### src/rtl/seven_seg_mux.sv
// seven_seg_mux: time-multiplexed hex display driver with double-buffered, tear-free data update.
// Define SEVEN_SEG_MUX_LZB_EN to blank leading zero digits.
module seven_seg_mux #(
    parameter int NUM_DIGITS  = 4,
    parameter int REFRESH_CNT = 50000
) (
    input  logic                    clk,
    input  logic                    reset,
    input  logic                    enable,
    input  logic                    load,
    input  logic [4*NUM_DIGITS-1:0] value,
    input  logic [NUM_DIGITS-1:0]   dp,
    output logic [NUM_DIGITS-1:0]   an,
    output logic [7:0]              digit,
    output logic                    pending,
    output logic                    frame_tick
);
    localparam int CW = $clog2(REFRESH_CNT + 2);
    localparam int IW = NUM_DIGITS > 1 ? $clog2(NUM_DIGITS) : 1;
    localparam logic [6:0] SEG [16] = '{7'h40, 7'h79, 7'h24, 7'h30, 7'h19, 7'h12, 7'h02, 7'h78,
                                        7'h00, 7'h10, 7'h08, 7'h03, 7'h46, 7'h21, 7'h06, 7'h0E};

    logic [CW-1:0]           cnt_q, cnt_d;
    logic                    scan_q, scan_d;
    logic [IW-1:0]           idx_q, idx_d;
    logic [4*NUM_DIGITS-1:0] sh_val_q, sh_val_d, act_val_q, act_val_d;
    logic [NUM_DIGITS-1:0]   sh_dp_q, sh_dp_d, act_dp_q, act_dp_d;
    logic                    pend_q, pend_d, tick_q, tick_d;
    logic [NUM_DIGITS-1:0]   an_q, an_d;
    logic [7:0]              digit_q, digit_d;
    logic                    adv, frame;
    logic [6:0]              seg;

    always_ff @(posedge clk or posedge reset) begin
        if (reset) begin
            cnt_q     <= '0;
            scan_q    <= 1'b0;
            idx_q     <= '0;
            sh_val_q  <= '0;
            sh_dp_q   <= '0;
            act_val_q <= '0;
            act_dp_q  <= '0;
            pend_q    <= 1'b0;
            tick_q    <= 1'b0;
            an_q      <= '1;
            digit_q   <= 8'hFF;
        end else begin
            cnt_q     <= cnt_d;
            scan_q    <= scan_d;
            idx_q     <= idx_d;
            sh_val_q  <= sh_val_d;
            sh_dp_q   <= sh_dp_d;
            act_val_q <= act_val_d;
            act_dp_q  <= act_dp_d;
            pend_q    <= pend_d;
            tick_q    <= tick_d;
            an_q      <= an_d;
            digit_q   <= digit_d;
        end
    end

    always_comb begin
        adv       = enable && cnt_q == CW'(REFRESH_CNT);
        cnt_d     = (!enable || adv) ? '0 : cnt_q + 1'b1;
        scan_d    = enable && (scan_q || adv);
        idx_d     = !enable ? '0 :
                    !adv ? idx_q :
                    (!scan_q || idx_q == IW'(NUM_DIGITS - 1)) ? '0 : idx_q + 1'b1;
        frame     = adv && idx_d == '0;
        // a load landing on the frame boundary bypasses the shadow so SCAN(0) already shows it
        sh_val_d  = load ? value : sh_val_q;
        sh_dp_d   = load ? dp : sh_dp_q;
        act_val_d = (frame && load) ? value : (frame && pend_q) ? sh_val_q : act_val_q;
        act_dp_d  = (frame && load) ? dp : (frame && pend_q) ? sh_dp_q : act_dp_q;
        pend_d    = !frame && (load || pend_q);
    end

    always_comb begin
`ifdef SEVEN_SEG_MUX_LZB_EN
        seg     = (idx_d != '0 && (act_val_d >> (4 * idx_d)) == '0) ? 7'h7F : SEG[act_val_d[4*idx_d +: 4]];
`else
        seg     = SEG[act_val_d[4*idx_d +: 4]];
`endif
        an_d    = !enable ? '1 : adv ? ~(NUM_DIGITS'(1) << idx_d) : an_q;
        digit_d = !enable ? 8'hFF : adv ? {~act_dp_d[idx_d], seg} : digit_q;
        tick_d  = frame;
    end

    assign an         = an_q;
    assign digit      = digit_q;
    assign pending    = pend_q;
    assign frame_tick = tick_q;
endmodule

### config.mk
export PLATFORM = sky130hd
export DESIGN_NAME = seven_seg_mux
export DESIGN_NICKNAME = d
export VERILOG_FILES = /design/src/rtl/seven_seg_mux.sv
export SDC_FILE = /design/constraint.sdc
export NUM_CORES = 1
export LEC_CHECK = 0
export BUFFER_PORTS_ARGS = -buffer_cell sky130_fd_sc_hd__buf_2
export CAP_MARGIN = 20
export CORE_ASPECT_RATIO = 1.4
export CORE_UTILIZATION = 29
export CTS_BUF_LIST = sky130_fd_sc_hd__clkbuf_16
export DETAILED_ROUTE_END_ITERATION = 10
export MAX_ROUTING_LAYER = met4
export PLACE_DENSITY_LB_ADDON = 0.05
export SETUP_SLACK_MARGIN = 0.5
export SLEW_MARGIN = 10
export SYNTH_ARGS = -nofsm -noshare
export SYNTH_HDL_FRONTEND = slang
export SYNTH_SLANG_ARGS = --single-unit
### constraint.sdc
create_clock -name clk -period 6.2 [get_ports clk]
set_input_delay 0.62 -clock clk [delete_from_list [all_inputs] [get_ports clk]]
set_output_delay 0.62 -clock clk [all_outputs]
set_load 0.1 [all_outputs]
==> results of run 1 <==
==> critical path, delay by kind of cell (launching register included) <==
| kind | cells | cell delay (ns) |
|---|---|---|
| buf+inv | 2 | 0.62 |
| flops | 1 | 0.41 |
| simple gates | 2 | 0.40 |
| fa+ha+maj | 2 | 0.68 |
| compound gates | 5 | 1.54 |
| mux | 2 | 0.23 |
==> cells in the final DEF (no fill, tap or decap), types with 3 or more instances in the layout <==
cell type,instances
sky130_fd_sc_hd__nor2_1,76
sky130_fd_sc_hd__dfrtp_1,61
sky130_fd_sc_hd__buf_2,37
sky130_fd_sc_hd__mux2_2,19
sky130_fd_sc_hd__nand2_1,16
sky130_fd_sc_hd__a31oi_1,15
sky130_fd_sc_hd__a21oi_1,15
sky130_fd_sc_hd__inv_1,14
sky130_fd_sc_hd__dfstp_2,12
sky130_fd_sc_hd__a21o_1,9
sky130_fd_sc_hd__mux2i_1,9
sky130_fd_sc_hd__xor2_1,9
sky130_fd_sc_hd__o21ai_0,9
sky130_fd_sc_hd__ha_1,9
sky130_fd_sc_hd__clkbuf_16,9
sky130_fd_sc_hd__nor3_1,8
sky130_fd_sc_hd__nand3_1,8
sky130_fd_sc_hd__o211a_1,6
sky130_fd_sc_hd__and3_1,6
sky130_fd_sc_hd__xnor2_1,6
sky130_fd_sc_hd__nand2b_1,5
sky130_fd_sc_hd__o22ai_1,5
sky130_fd_sc_hd__nor4_1,5
sky130_fd_sc_hd__buf_4,5
sky130_fd_sc_hd__and4bb_2,4
sky130_fd_sc_hd__nand4b_1,4
sky130_fd_sc_hd__or2_2,4
sky130_fd_sc_hd__clkinv_2,4
sky130_fd_sc_hd__and4_1,3
sky130_fd_sc_hd__o21a_1,3
sky130_fd_sc_hd__bufinv_16,3
==> worst min path at each step <==
stage | start | end | slack, ns | cells after the start
3_3_place_gp | sh_val_q[4] | sh_val_q[4] | 0.48 | 1
6_report | reset | sh_val_q[14] | 0.28 | 3
5_1_grt | reset | sh_val_q[2] | 0.30 | 3
3_5_place_dp | sh_val_q[12] | sh_val_q[12] | 0.49 | 1
2_1_floorplan | cnt_q[0] | cnt_q[0] | 0.47 | 1
4_1_cts | value[13] | sh_val_q[13] | 0.50 | 3
==> state kept, by name (all words and copies together), names as in the netlist <==
signal	flops
cnt_q	16
an	4
digit	8
sh_val_q	16
frame_tick	1
sh_dp_q	4
pending	1
scan_q	1
act_val_q	16
idx_q	2
act_dp_q	4
==> logic make-up (layout without fill, tap and decap cells) <==
logic type | after synthesis | count (layout)
flops | 73 | 73
simple gates | 154 | 154
buf+inv | 39 | 76
fa+ha+maj | 9 | 9
compound gates | 81 | 81
mux | 28 | 28
xor+xnor | 15 | 15
==> metal layers <==
metal	up-vias	share of wire, %	global-route usage, %
met4	0	0.99	5.034
met1	1526	46	20.75
met2	43	50	26.93
met5	-	0	-
met3	8	2.8	2.813
li1	1473	-	-
==> power groups by stage <==
stage | clock network, mW | registers (mW) | logic (mW)
6_report | 0.594 | 0.499 | 0.0560
4_1_cts | 0.614 | 0.499 | 0.0564
5_1_grt | 0.637 | 0.501 | 0.0642
3_5_place_dp | 0 | 0.508 | 0.0561
2_1_floorplan | 0 | 0.505 | 0.0355
3_3_place_gp | 0 | 0.508 | 0.0558
==> synth_stat cells (3+ instances only) <==
cell / instances
sky130_fd_sc_hd__buf_6: 3
sky130_fd_sc_hd__ha_1: 9
sky130_fd_sc_hd__a31oi_1: 15
sky130_fd_sc_hd__and3_1: 6
sky130_fd_sc_hd__o21ai_0: 9
sky130_fd_sc_hd__nor3_1: 8
sky130_fd_sc_hd__nand2_1: 16
sky130_fd_sc_hd__mux2i_1: 9
sky130_fd_sc_hd__nand2b_1: 5
sky130_fd_sc_hd__clkbuf_1: 8
sky130_fd_sc_hd__o21a_1: 3
sky130_fd_sc_hd__o22ai_1: 5
sky130_fd_sc_hd__dfstp_2: 12
sky130_fd_sc_hd__xor2_1: 9
sky130_fd_sc_hd__xnor2_1: 6
sky130_fd_sc_hd__buf_2: 6
sky130_fd_sc_hd__o211a_1: 6
sky130_fd_sc_hd__nand3_1: 8
sky130_fd_sc_hd__a21o_1: 9
sky130_fd_sc_hd__or2_2: 4
sky130_fd_sc_hd__a21oi_1: 15
sky130_fd_sc_hd__nor4_1: 5
sky130_fd_sc_hd__and4_1: 3
sky130_fd_sc_hd__and4bb_2: 4
sky130_fd_sc_hd__nor2_1: 76
sky130_fd_sc_hd__inv_1: 15
sky130_fd_sc_hd__nand4b_1: 4
sky130_fd_sc_hd__dfrtp_1: 61
sky130_fd_sc_hd__mux2_2: 19
==> area by class of cell <==
| type | count | area, µm² | share of cell area [%] |
|---|---|---|---|
| Timing Repair Buffer | 43 | 250.2 | 5.410 |
| Clock buffer | 9 | 225.2 | 4.869 |
| Sequential cell | 73 | 1842 | 39.82 |
| Tap cell | 182 | 227.7 | 4.923 |
| Multi-Input combinational cell | 287 | 1907 | 41.22 |
| Inverter | 17 | 65.06 | 1.407 |
| Clock inverter | 7 | 108.9 | 2.353 |
==> metrics by stage <==
step / util [%] / hold WS (ns) / setup slack, ns / area [µm²] / cells
final: 34.71 / 0.2760 / 2.229 / 4626 / 618
after global routing: 34.71 / 0.3006 / 1.893 / 4626 / 618
after CTS: 34.51 / 0.4989 / 2.197 / 4598 / 617
after detailed placement: 32.00 / 0.4867 / 2.197 / 4264 / 601
after global placement: 31.94 / 0.4846 / 2.265 / 4257 / 600
after floorplan: - / 0.4682 / 3.112 / 3934 / 399
==> metrics, run 1 <==
Setup crit start=idx_q[0]; remaining design rule violation count=0; crit path capture type=register; total negative setup slack=0 ns; cts-stage hold buffer count=0; weighted congestion at the end of routability-driven global placement=0.7599; area of the core=13,330 µm²; area added between synthesis and finish=17.59%; combined area of all synthesized cells=3934 µm²; number of nets in the finished design=464; kind of critical path=reg2reg; Lkg Pwr=2.182 nW; xor/xnor share of the synthesized area=3.340%; DR iter-0 viols=80; fraction of power consumed by sequential logic=43.4%; part of the power in the clock network=51.7%; clock skew=0.004698 ns; fraction of post-synthesis cell area in the top cell type by area=38.80%; Site Rows=50; IO Count=38; kind of launch point of the worst setup path=register; required time at the worst-slack endpoint=6.45 ns; number of synthesized register bits=73; logic gate share of total power=4.9%; max frequency=251.8 MHz; sequential fraction of the synthesis area=46.82%; Die Outline Area=14,040 µm²; largest fanout on the critical path=16; FF-to-FF Start=idx_q[0]; gr usage total=16.51%; measured slew at the worst slew-check pin=0.9869 ns; Reg-to-Reg End=digit[3]; area leader, netlist=sky130_fd_sc_hd__dfrtp_1; effective utilization at floorplan=29.52%; status=finished clean; proportion of register bits with asynchronous set or reset after synthesis=100.0%; fraction of the cycle the final worst path needs=64.05%; post-synth net total=432; detailed-placement wirelength estimate=7.066 mm; final antenna-violating net count=0; post-CTS setup buffer count=0; VDD IR max=0.09646 mV; critical path capture point=digit[3]; Distinct cells, synth=58; Period minus WS final=3.971 ns; number of global-route vias before repair=3,218; fill cell count=1,380; Worst-Skew Late Latency=0.33 ns; power density of the placed cells=248.6 nW/µm²; CTS Buffer Depth=2; number of enable flip-flop cells after synthesis=0; gate count after technology mapping=399; average wire length per cell after detail routing=16.86 µm; PnR Total Power=1.150 mW; global route overflow=0; final hold viol count=0; initial antenna violation count=0; critical path arrival=4.22 ns; Sw Ratio=21.37%; cell chosen for the clock root=sky130_fd_sc_hd__clkbuf_16; post-cts repair resize count=0; most common flop cell mapped by yosys=sky130_fd_sc_hd__dfrtp_1; RSZ-0062 raised after global routing=false; Simple-Gate Fraction of Synth Area=20.39%; slowest library cell on the worst path=sky130_fd_sc_hd__o21ai_1; antenna cells=0; count of cells along the worst register-to-register path=13; syn avg cell area=9.859 µm²; Yosys warnings=0; Setup Viol. Count Final=0; die outline width=100.4 µm; Sink Count=73; number of port buffers=37; fraction of the mapped netlist area in compound gates=14.15%; post-synthesis adder-cell area fraction=2.863%; total length of routed wires=10.42 mm; wire length of the first global-routing pass=17.19 mm; sw power=0.2457 mW; TritonCTS clock tree=built; number of slew-limit violations in the final report=0; max-capacitance violation count=0; Avg Vias per Cell=4.935; mux share of post-synthesis cell area=7.729%; maximum number of pins on one net before global-route repair=74; cell internal pwr=0.9041 mW; dominant combinational cell family by area after synthesis=simple AND/OR/NAND/NOR gates; register-to-register setup slack=2.23 ns; number of levels the H-tree was split into=3; share of final-layout standard cells stronger than drive strength 1=25.00%; cell types occupying the most area after synthesis=sky130_fd_sc_hd__dfrtp_1, sky130_fd_sc_hd__dfstp_2, sky130_fd_sc_hd__nor2_1; Die Ht=139.8 µm; number of iterations in the first detailed-routing pass=4; total CTS buffers=9; CP peak stage delay=0.52 ns; Reg clk slew, reported paths=0.06 ns; vias after detailed routing=3,050; class of the most critical hold timing path=in2async; headroom to the max-slew limit=34.05%; crit path cell chain=ha_1, o21ai_1, nand2_1, inv_1, nor2_1, o21bai_1, o311ai_0, o31a_1, inv_1, ha_1, mux2i_1, mux2i_1, o211ai_1
Power figures use the tool's default switching activity.
==> run 2, diff against run 1 <==
==> constraint.sdc (replaced) <==
create_clock -name clk -period 3.3 [get_ports clk]
set_input_delay 0.33 -clock clk [delete_from_list [all_inputs] [get_ports clk]]
set_output_delay 0.33 -clock clk [all_outputs]
set_load 0.1 [all_outputs]
==> run 2 against run 1 <==
  * Final cell count up 8.4%
  * Critical path depth rose by 4
  * Combinational power up 98%
  * Critical endpoint is now digit[6]
  * Final area up 13%
==> metrics, run 2 (synthesized netlist as in run 1, its figures left out) <==
max frequency=334.3 MHz; required time at the worst-slack endpoint=3.56 ns; placed instance area=4459 µm²; number of iterations in the first detailed-routing pass=4; cell internal pwr=1.542 mW; most common cell after layout, fill and taps aside=sky130_fd_sc_hd__nor2_1; measured slew at the worst slew-check pin=0.6766 ns; Setup Viol. Count Final=0; fraction of the cycle the final worst path needs=90.64%; total CTS buffers=9; Reg clk slew, reported paths=0.06 ns; cell chosen for the clock root=sky130_fd_sc_hd__clkbuf_16; final antenna-violating net count=0; final hold viol count=0; kind of launch point of the worst setup path=register; register-to-register setup slack=0.31 ns; class of the most critical hold timing path=in2async; Lkg Pwr=2.440 nW; number of global-route vias before repair=3,442; crit path capture type=register; total length of routed wires=10.86 mm; largest fanout on the critical path=6; status=finished clean; fraction of power consumed by sequential logic=46.9%; CTS Buffer Depth=2; detailed-placement wirelength estimate=7.389 mm; VDD IR max=0.1706 mV; remaining design rule violation count=0; wire length of the first global-routing pass=18.04 mm; headroom to the max-slew limit=54.83%; sw power=0.4567 mW; area added between synthesis and finish=32.63%; IO Count=38; effective utilization at floorplan=29.52%; die outline width=100.4 µm; number of levels the H-tree was split into=3; initial antenna violation count=0; number of port buffers=37; Sink Count=73; Period minus WS final=2.991 ns; part of the power in the clock network=47.5%; Die Ht=139.8 µm; weighted congestion at the end of routability-driven global placement=0.8077; DR iter-0 viols=116; TritonCTS clock tree=built; number of nets in the finished design=517; total negative setup slack=0 ns; Worst-Skew Late Latency=0.33 ns; Avg Vias per Cell=4.804; average wire length per cell after detail routing=16.20 µm; number of slew-limit violations in the final report=0; clock skew=0.005871 ns; critical path arrival=3.25 ns; RSZ-0062 raised after global routing=true; area of the core=13,330 µm²; Sw Ratio=22.85%; antenna cells=0; power density of the placed cells=383.1 nW/µm²; global route overflow=0; cts-stage hold buffer count=0; logic gate share of total power=5.6%; Die Outline Area=14,040 µm²; post-route cell area=5218 µm²; most frequent cells in the layout=sky130_fd_sc_hd__nor2_1, sky130_fd_sc_hd__dfrtp_1, sky130_fd_sc_hd__buf_4, sky130_fd_sc_hd__buf_2, sky130_fd_sc_hd__mux2_2; Site Rows=50; share of final-layout standard cells stronger than drive strength 1=39.14%; kind of critical path=reg2reg; max-capacitance violation count=0; gr usage total=17.21%; registers with the most flip-flops=act_val_q (16), cnt_q (16), sh_val_q (16); vias after detailed routing=3,219; maximum number of pins on one net before global-route repair=46
==> run 2: cell types whose count changed in the layout (fill, tap and decap cells not counted), moves of 4 or more <==
cell and change:
sky130_fd_sc_hd__a21oi_1 -4, sky130_fd_sc_hd__ha_1 -6, sky130_fd_sc_hd__a21oi_2 +4, sky130_fd_sc_hd__buf_12 +4
sky130_fd_sc_hd__buf_6 +5, sky130_fd_sc_hd__buf_4 +44
==> run 2: per-layer routing <==
layer  vias to the layer above  track usage, %  share of wire, %
met5                         -               -                 0
met2                        34           28.98                52
met3                         7           2.612               2.0
met4                         0           5.797               1.1
met1                      1594           20.80                45
li1                       1584               -                 -
==> run 2: worst max-delay path: stages (launching register included) <==
cell and delay, ns:
sky130_fd_sc_hd__dfrtp_1 0.39, sky130_fd_sc_hd__inv_1 0.06, sky130_fd_sc_hd__ha_2 0.17, sky130_fd_sc_hd__and4bb_2 0.28, sky130_fd_sc_hd__and4_4 0.29, sky130_fd_sc_hd__nand2_8 0.09, sky130_fd_sc_hd__inv_8 0.08, sky130_fd_sc_hd__buf_4 0.10
sky130_fd_sc_hd__buf_4 0.12, sky130_fd_sc_hd__nor2_1 0.06, sky130_fd_sc_hd__nor4_2 0.26, sky130_fd_sc_hd__a211o_1 0.20, sky130_fd_sc_hd__nand2_4 0.10, sky130_fd_sc_hd__buf_4 0.15, sky130_fd_sc_hd__ha_2 0.17, sky130_fd_sc_hd__mux2_2 0.26
sky130_fd_sc_hd__nand2_1 0.06, sky130_fd_sc_hd__a31oi_1 0.07
==> run 2: final cells by class <==
type	instances	area [µm²]
fillers	1374	8108
multi-input cells	287	2092
flip-flops and latches	73	1843
repair buffers	95	689.4
well taps	182	227.7
clock buffers	9	225.2
inverters	17	81.33
clock inverters	6	52.55
repair inverters	1	6.256
==> run 2: final timing paths <==
path | cells past startpoint | start | to
setup / recovery | 17 | cnt_q[1] | digit[6]
hold / removal | 2 | reset | sh_val_q[2]
setup reg to reg | 17 | cnt_q[1] | digit[6]
hold reg to reg | 1 | sh_val_q[8] | sh_val_q[8]
max in group asynchronous | 3 | reset | an[1]
min in group clk | 3 | value[13] | sh_val_q[13]
==> run 2: power by group through the flow <==
stage / logic (mW) / clock network (mW) / registers, mW
finish: 0.111 / 0.950 / 0.937
detailed placement: 0.112 / 0 / 0.953
CTS: 0.112 / 0.978 / 0.937
global placement: 0.111 / 0 / 0.953
global route: 0.128 / 1.01 / 0.941
floorplan: 0.0674 / 0 / 0.949
==> run 2: repair_timing <==
item,CTS,global route
pin swaps,15,13
buffers inserted,27,9
endpoints found under the setup margin,7,8
gates resized for setup,30,16
gates cloned,0,1
hold endpoints to repair,0,0
==> run 2: per-stage QoR <==
step / util, % / power (mW) / setup WS [ns] / std cells / hold slack (ns)
2_1_floorplan: - / 1.016 / 0.4471 / 399 / 0.4510
3_3_place_gp: 33.46 / 1.064 / 0.1943 / 618 / 0.4749
3_5_place_dp: 33.46 / 1.065 / 0.1244 / 618 / 0.4729
4_1_cts: 37.91 / 2.028 / 0.2912 / 660 / 0.1141
5_1_grt: 39.15 / 2.078 / 0.1542 / 670 / 0.1637
6_report: 39.15 / 1.999 / 0.3090 / 670 / 0.09418
